$ cat src/rtl/gpmc_sync_ctrl.sv
// GPMC synchronous slave: decodes the multiplexed GPMC bus into a
// single-outstanding internal memory request with wait and timeout handling.
module gpmc_sync_ctrl #(
    parameter int unsigned ADDR_W       = 16,
    parameter int unsigned WAIT_MAX     = 15,
    parameter logic [15:0] TIMEOUT_DATA = 16'hDEAD
) (
    input  logic              GPMC_CLK,
    input  logic              RST,
    input  logic [15:0]       GPMC_AD_I,
    output logic [15:0]       GPMC_AD_O,
    output logic              GPMC_AD_OE,
    input  logic              GPMC_CS,
    input  logic              GPMC_ADV,
    input  logic              GPMC_OE,
    input  logic              GPMC_WE,
    input  logic              GPMC_BE0,
    input  logic              GPMC_BE1,
    output logic              GPMC_WAIT,
    output logic              MEM_REQ,
    output logic              MEM_WR,
    output logic [ADDR_W-1:0] MEM_ADDR,
    output logic [15:0]       MEM_WDATA,
    output logic [1:0]        MEM_BE,
    input  logic              MEM_ACK,
    input  logic [15:0]       MEM_RDATA,
    output logic              ERR_TIMEOUT,
    output logic              ERR_PROTO
);

    typedef enum logic [2:0] {
        IDLE,
        ADDR,
        WR_CAP,
        RD_REQ,
        WR_REQ,
        RD_DATA,
        FLUSH
    } state_t;

    localparam logic [7:0] CNT_LAST = 8'(WAIT_MAX - 1);

    state_t            state_q, state_d;
    logic [ADDR_W-1:0] addr_q, addr_d;
    logic [15:0]       wdata_q, wdata_d;
    logic [15:0]       rdata_q, rdata_d;
    logic [1:0]        be_q, be_d;
    logic [7:0]        cnt_q, cnt_d;
    logic              drop_q, drop_d;
    logic              to_q, to_d;
    logic              pe_q, pe_d;
    logic              busy;
    logic              gone;
    logic              is_rd;

    always_ff @(posedge GPMC_CLK) begin
        if (RST) begin
            state_q <= IDLE;
            addr_q  <= '0;
            wdata_q <= '0;
            rdata_q <= '0;
            be_q    <= '0;
            cnt_q   <= '0;
            drop_q  <= 1'b0;
            to_q    <= 1'b0;
            pe_q    <= 1'b0;
        end else begin
            state_q <= state_d;
            addr_q  <= addr_d;
            wdata_q <= wdata_d;
            rdata_q <= rdata_d;
            be_q    <= be_d;
            cnt_q   <= cnt_d;
            drop_q  <= drop_d;
            to_q    <= to_d;
            pe_q    <= pe_d;
        end
    end

    assign busy  = (state_q == RD_REQ) || (state_q == WR_REQ);
    assign is_rd = (state_q == RD_REQ);
    // A host that released CS mid-request must not see the pad driven later
    assign gone  = drop_q || GPMC_CS;

    always_comb begin
        state_d = state_q;
        addr_d  = addr_q;
        wdata_d = wdata_q;
        rdata_d = rdata_q;
        be_d    = be_q;
        cnt_d   = cnt_q;
        drop_d  = drop_q;
        to_d    = 1'b0;
        pe_d    = 1'b0;
        case (state_q)
            IDLE: begin
                if (!GPMC_CS && !GPMC_ADV) begin
                    addr_d  = GPMC_AD_I[ADDR_W-1:0];
                    state_d = ADDR;
                end
            end
            ADDR: begin
                if (GPMC_CS) begin
                    state_d = IDLE;
                end else if (!GPMC_ADV) begin
                    addr_d = GPMC_AD_I[ADDR_W-1:0];
                end else if (!GPMC_OE && !GPMC_WE) begin
                    pe_d    = 1'b1;
                    state_d = IDLE;
                end else if (!GPMC_OE) begin
                    be_d    = 2'b11;
                    cnt_d   = '0;
                    drop_d  = 1'b0;
                    state_d = RD_REQ;
                end else if (!GPMC_WE) begin
                    state_d = WR_CAP;
                end
            end
            WR_CAP: begin
                if (GPMC_CS) begin
                    state_d = IDLE;
                end else begin
                    wdata_d = GPMC_AD_I;
                    be_d    = ~{GPMC_BE1, GPMC_BE0};
                    cnt_d   = '0;
                    drop_d  = 1'b0;
                    state_d = WR_REQ;
                end
            end
            RD_REQ, WR_REQ: begin
                drop_d = gone;
                if (MEM_ACK) begin
                    if (is_rd) rdata_d = MEM_RDATA;
                    if (gone)       state_d = IDLE;
                    else if (is_rd) state_d = RD_DATA;
                    else            state_d = FLUSH;
                end else if (cnt_q == CNT_LAST) begin
                    to_d  = 1'b1;
                    cnt_d = cnt_q + 8'd1;
                    if (is_rd) rdata_d = TIMEOUT_DATA;
                    if (gone)       state_d = IDLE;
                    else if (is_rd) state_d = RD_DATA;
                    else            state_d = FLUSH;
                end else begin
                    cnt_d = cnt_q + 8'd1;
                end
            end
            RD_DATA: begin
                if (GPMC_CS || GPMC_OE) state_d = FLUSH;
            end
            FLUSH: begin
                if (GPMC_CS) begin
                    state_d = IDLE;
                end else if (!GPMC_ADV) begin
                    addr_d  = GPMC_AD_I[ADDR_W-1:0];
                    state_d = ADDR;
                end
            end
            default: state_d = IDLE;
        endcase
    end

    assign MEM_REQ     = busy;
    assign MEM_WR      = (state_q == WR_REQ);
    assign GPMC_WAIT   = busy;
    assign MEM_ADDR    = addr_q;
    assign MEM_WDATA   = wdata_q;
    assign MEM_BE      = be_q;
    assign GPMC_AD_O   = rdata_q;
    assign GPMC_AD_OE  = (state_q == RD_DATA) && !GPMC_CS && !GPMC_OE;
    assign ERR_TIMEOUT = to_q;
    assign ERR_PROTO   = pe_q;

endmodule

$ cat config.mk
export PLATFORM = sky130hd
export DESIGN_NAME = gpmc_sync_ctrl
export DESIGN_NICKNAME = d
export VERILOG_FILES = /design/src/rtl/gpmc_sync_ctrl.sv
export SDC_FILE = /design/constraint.sdc
export NUM_CORES = 1
export LEC_CHECK = 0
export ABC_AREA = 0
export BUFFER_PORTS_ARGS = -buffer_cell sky130_fd_sc_hd__buf_2
export CAP_MARGIN = 10
export CORE_UTILIZATION = 30
export CTS_BUF_LIST = sky130_fd_sc_hd__clkbuf_16
export CTS_CLUSTER_DIAMETER = 60
export DETAILED_ROUTE_END_ITERATION = 8
export SLEW_MARGIN = 5
export SYNTH_ARGS = -nofsm -noshare
export SYNTH_HDL_FRONTEND = slang
export SYNTH_SLANG_ARGS = --single-unit
export TNS_END_PERCENT = 5
$ cat constraint.sdc
create_clock -name GPMC_CLK -period 1.8 [get_ports GPMC_CLK]
set_input_delay 0.09 -clock GPMC_CLK [delete_from_list [all_inputs] [get_ports GPMC_CLK]]
set_output_delay 0.09 -clock GPMC_CLK [all_outputs]
set_load 0.01 [all_outputs]
# [Word-level counts from Yosys, hierarchy flattened]
# Cells that the tools add are included.
[classes] n_bitwise=5 eq_ne=21 n_reduce_logical=27 mux=44 addsub=1
[ops] operator="$mux 16" count=7
[ops] operator="$mux 8" count=6
[ops] operator="$mux 3" count=13
[ops] operator="$pmux 16 s2" count=1
[ops] operator="$pmux 8 s3" count=1
[ops] operator="$ne 2x2->1 const B" count=10
[ops] operator="$pmux 3 s6" count=1
[ops] operator="$reduce_and 6->1" count=3
[ops] operator="$mux 2" count=6
[ops] operator="$eq 3x3->1 const B" count=3
[ops] operator="$ne 3x3->1 const B" count=3
[ops] operator="$add 8x1->8 const B" count=1
[ops] operator="$eq 8x4->1 const B" count=1
[ops] operator="$mux 1" count=7
[ops] operator="$reduce_and 7->1" count=1
[ops] operator="$eq 3x2->1 const B" count=2
[ops] operator="$reduce_bool 2->1" count=3
[ops] operator="$ne 5x5->1 const B" count=1
[ops] operator="$logic_and 1x1->1" count=4
[ops] operator="$logic_not 1->1" count=4
[ops] operator="$not 1->1" count=4
[ops] operator="$pmux 2 s2" count=1
[ops] operator="$reduce_and 4->1" count=1
[ops] operator="$reduce_or 2->1" count=2
[ops] operator="other kinds (10)" count=12
[word_totals] word_cells=107 reg_bits=64 output_inout_bits=56

# [Logic depth before layout (Yosys ltp)]
[depth] depth_word=6 ltp_mapped=8

# [Worst setup path after synthesis]
# Ideal clock, no wire load.
[synth_timing] path_type="register -> register" from="reg state_q[1]" to="reg addr_q[0] (netlist: MEM_ADDR[0])" path_buffers=2 path_stages_with_launch=7 t_arrival_ns=1.512 slack_ns=0.160 setup_ns=0.128 period_less_slack_ns=1.640 cell_sequence="dfxtp_1 buf_4 nor2b_1 a211oi_4 buf_6 mux2i_1 nor2_1"
[synth_between] elab_chain_len=4
[synth_rtl] item="start: declaration" line_no="43" text="state_t state_q, state_d;"
[synth_rtl] item="start signal: assignment" line_no="68" text="state_q <= state_d;"
[synth_rtl] item="$eq 3x3->1 / $eq 3x1->1 (equally long branches)" line_no="95" text="case (state_q)"
[synth_rtl] item="$reduce_or 2->1 (no line)"
[synth_rtl] item="$ne 2x2->1 (no line) / $reduce_bool 2->1 (equally long branches)"
[synth_rtl] item="$reduce_and 4->1 (no line)"
[synth_rtl] item="end signal: assignment" line_no="69" text="addr_q <= addr_d;"
[synth_rtl] item="end: declaration" line_no="44" text="logic [ADDR_W-1:0] addr_q, addr_d;"
# Several ways; a longest one is shown, not always the timed one.
# A chain may end at the register's enable or synchronous reset.

# [Worst setup path after layout]
[layout_timing] from="reg state_q[1]" to="out MEM_REQ"
[layout_between] elab_chain_len=2
[layout_rtl] item="$eq 3x2->1 / $eq 3x3->1 (equally long branches)" line_no="80" text="assign busy = (state_q == RD_REQ) || (state_q == WR_REQ);"
[layout_rtl] item="$logic_or 1x1->1 *" line_no="80"
[layout_rtl] item="end: declaration" line_no="20" text="output logic MEM_REQ,"
# Mark *: on every way between the ends. The rest lies on a longest branch, timed or not.

==> results.txt <==
----------------------------------------------------
[Synthesis]
  Gate Count Post-Synth ... 311
  Dominant combinational cell family by area after synthesis ... simple AND/OR/NAND/NOR gates
  Prevailing post-synth register cell ... sky130_fd_sc_hd__dfxtp_1
  Share of synthesized area occupied by flip-flops and latches ... 0.479
  Post-Synth Adder-Cell Area ... 0.00936
  Fraction of synthesized cell area in xor and xnor cells ... 0.00328
  Count of cell types in the netlist ... 49
  Count of flip-flops with a built-in enable after synthesis ... 0
  Avg Inst Size Synth ... 8.60 µm²
  Number of warning messages in the yosys log ... 0
  Compound-gate portion of the synthesized area ... 0.136
  Syn_nets ... 354
  Number of synthesized register bits ... 64
  Total standard cell area after synthesis ... 2670 µm²
  Mux cell area share after synthesis ... 0.0599
  Async set-reset flop share out of synthesis ... 0
  Area share of and/or/nand/nor cells after synthesis ... 0.275

[Setup path]
  Slack of the worst reg-to-reg path ... 0.16 ns
  WP data required ... 1.71 ns
  WS Path Type ... reg -> out
  Total number of cells along the worst setup path ... 5
  Capture instance of the worst register-to-register path ... state_q[1]
  Critical Path End ... MEM_REQ
  Startpoint of the lowest-slack register-to-register path ... state_q[2]
  Worst path bufs/invs ... 3
  Cell type of the slowest stage on the worst timing path ... sky130_fd_sc_hd__dfxtp_1
  Kind of cell with the highest combined delay on the critical path ... buffers and inverters
  Kind of end point of the critical path ... output pin
  Setup crit start kind ... flop
  Delay of the slowest critical-path stage ... 0.45 ns
  Worst R2R Path Depth ... 6
  Cell-by-cell listing of the critical path ... buf_4 > nor3b_2 > nor2_1 > inv_2 > buf_2
  Worst setup path startpoint ... state_q[1]
  Largest driver fanout on the critical path ... 9
  Arrival time worst endpoint ... 1.59 ns

[Die]
  FP Rows ... 34
  Area of the placeable core ... 8680 µm²
  Chip width ... 96.4 µm
  Top Ports ... 97
  Initial cell density of the core ... 0.308
  Die height ... 96.4 µm
  Total Die Area ... 9290 µm²

[Cells and area]
  Fill cell instance count of the final layout ... 896
  Final layout net count ... 467
  Post-route non-filler standard cell count ... 536
  Commonest cells after routing, fill and taps aside ... 96 x sky130_fd_sc_hd__buf_2, 63 x sky130_fd_sc_hd__dfxtp_1, 58 x sky130_fd_sc_hd__nor2_1
  Area growth from synthesis to layout ... 37.4%
  Leading cell type in the layout, fill and taps excluded ... sky130_fd_sc_hd__buf_2
  Fraction of final layout cells sized beyond drive strength 1 ... 0.327
  Antenna Diode Count ... 0

[Global route]
  Vias in the first global route ... 2268
  First-pass GRT wire length ... 11000 µm
  All-Layer GR Usage ... 0.158
  Largest net degree at the start of global routing ... 35
  Global-route congestion overflow total ... 0
  Antenna violations before repair ... 0

[Clock tree]
  Deepest clock path buffer count ... 2
  Number of H-tree levels ... 3
  Clock tree sinks ... 64
  Worst-Skew Late Latency ... 0.32 ns
  CTS Root Buffer Type ... sky130_fd_sc_hd__clkbuf_16
  Clock-pin slew reported for the worst setup and hold paths after clock tree synthesis ... 0.05 ns
  Clock tree from TritonCTS ... yes
  Number of buffers inserted during clock tree synthesis ... 9

[Timing]
  Minimum setup slack in the final design ... 0.119 ns
  Final Hold Viols ... 0
  Number of setup violations in the final report ... 0
  Setup repair after global routing missed its margin ... no
  Clock tree skew after final layout ... 0.00476 ns
  Time the final worst path needs with I/O delays and setup ... 1.68 ns
  Final worst path period share ... 0.934
  Tightest Pin Transition ... 0.459 ns
  Final-layout setup total negative slack ... 0 ns
  Max frequency ... 595 MHz
  Worst slew slack as a fraction of its limit ... 0.692
  Number of slew-limit violations in the final report ... 0

[Placed design]
  Final estimated routing congestion in global placement ... 0.859
  Port-buffer cells ... 96
  Post-Place Cells ... 518
  DP Worst Slack ... 0.0968 ns
  DPL Wire Length ... 4920 µm

[Run status]
  Status ... finished clean

[Detailed routing]
  DRC errors left ... 0
  Detailed-route wire length ... 7070 µm
  Average routed wire per standard cell ... 13.2 µm
  Count of antenna-violating nets left after detailed routing ... 0
  Via density per instance ... 4.83
  Pre-Repair DR Iteration Count ... 4
  Number of DRC markers in iteration 0 ... 108
  Routed via count ... 2591

[Flow run]
  Number of max-cap violations ... 0

[Power and ir drop]
  Peak supply drop ... 0.504 mV
  Pwr/cell area ... 1130 nW/µm²
  Leakage ... 1.61 nW

[Hold path]
  Type of the most critical hold path ... in -> reg

----------------------------------------------------
[flip-flops by register name, indices dropped and copies added, names as in the netlist]
register     count
MEM_ADDR        16
MEM_BE           2
GPMC_AD_O       16
ERR_PROTO        1
ERR_TIMEOUT      1
cnt_q            8
state_q          3
drop_q           1
MEM_WDATA       16
[worst min-delay path by stage]
stage,endpoint,slack (ns),start,cells after the start
after floorplan,MEM_BE[0],0.20,GPMC_BE0,1
after global placement,MEM_BE[0],0.29,GPMC_BE0,2
after detailed placement,MEM_BE[1],0.29,GPMC_BE1,2
after CTS,MEM_WDATA[6],0.004,GPMC_AD_I[6],3
after global routing,MEM_WDATA[7],0.003,GPMC_AD_I[7],3
final,MEM_WDATA[11],0.01,GPMC_AD_I[11],3
[per-stage QoR]
stage / power, mW / instance area, µm² / utilization / hold slack (ns)
finish: 4.16 / 3670 / 0.423 / 0.0124
global route: 4.40 / 3670 / 0.423 / 0.00331
CTS: 4.20 / 3660 / 0.421 / 0.00421
detailed placement: 2.67 / 3380 / 0.390 / 0.293
global placement: 2.66 / 3380 / 0.390 / 0.289
floorplan: 2.28 / 2670 / - / 0.199
[power breakdown]
part,switching (mW),internal (mW),total (mW),leakage (nW)
Clock,0.608,0.903,1.51,0.127
Sequential,0.0830,1.53,1.62,0.518
Combinational,0.562,0.468,1.03,0.969
Total,1.25,2.90,4.16,1.61
[synthesized netlist by cell type (4+ instances only)]
cell type,instances,area [µm²]
sky130_fd_sc_hd__o21ai_1,6,30.0
sky130_fd_sc_hd__a211oi_1,4,30.0
sky130_fd_sc_hd__nand2_1,39,146
sky130_fd_sc_hd__mux2i_1,16,160
sky130_fd_sc_hd__a21oi_1,28,140
sky130_fd_sc_hd__nor2_1,58,218
sky130_fd_sc_hd__nor3_1,14,70.1
sky130_fd_sc_hd__a22oi_1,5,37.5
sky130_fd_sc_hd__clkbuf_1,11,41.3
sky130_fd_sc_hd__and2_1,5,31.3
sky130_fd_sc_hd__dfxtp_1,64,1280
sky130_fd_sc_hd__nand3_1,4,20.0
[timing repair]
item	CTS	global route
resized for setup	0	3
endpoints found under the setup margin	0	8
endpoints found under the hold margin	2	1
hold buffers	2	1
setup buffers	0	0
[cells by family after synthesis]
logic type / count (synthesis)
and+or+nand+nor: 149
DFF: 64
AOI/OAI and AO/OA: 58
buffers and inverters: 21
muxes: 16
adders and majority gates: 2
xor gates and xnor gates: 1
[per-layer routing]
layer  track usage  routed length, µm
met1         0.198               3210
met3        0.0603                459
met2         0.237               3240
met5             0                  0
met4        0.0760                155
[layout make-up]
type	instances	area, µm²	share of cell area
flip-flops and latches	64	1280	0.349
clock inverters	6	28.8	0.00783
repair buffers	120	693	0.189
inverters	3	11.3	0.00307
multi-input cells	226	1300	0.353
clock buffers	9	225	0.0613
well taps	108	135	0.0368
[tightest hold or removal path: stages]
cell and delay (ns):
sky130_fd_sc_hd__buf_2 0.10, sky130_fd_sc_hd__nand2_1 0.05, sky130_fd_sc_hd__a21oi_1 0.05
No activity file was read; power rests on OpenSTA's default activity.
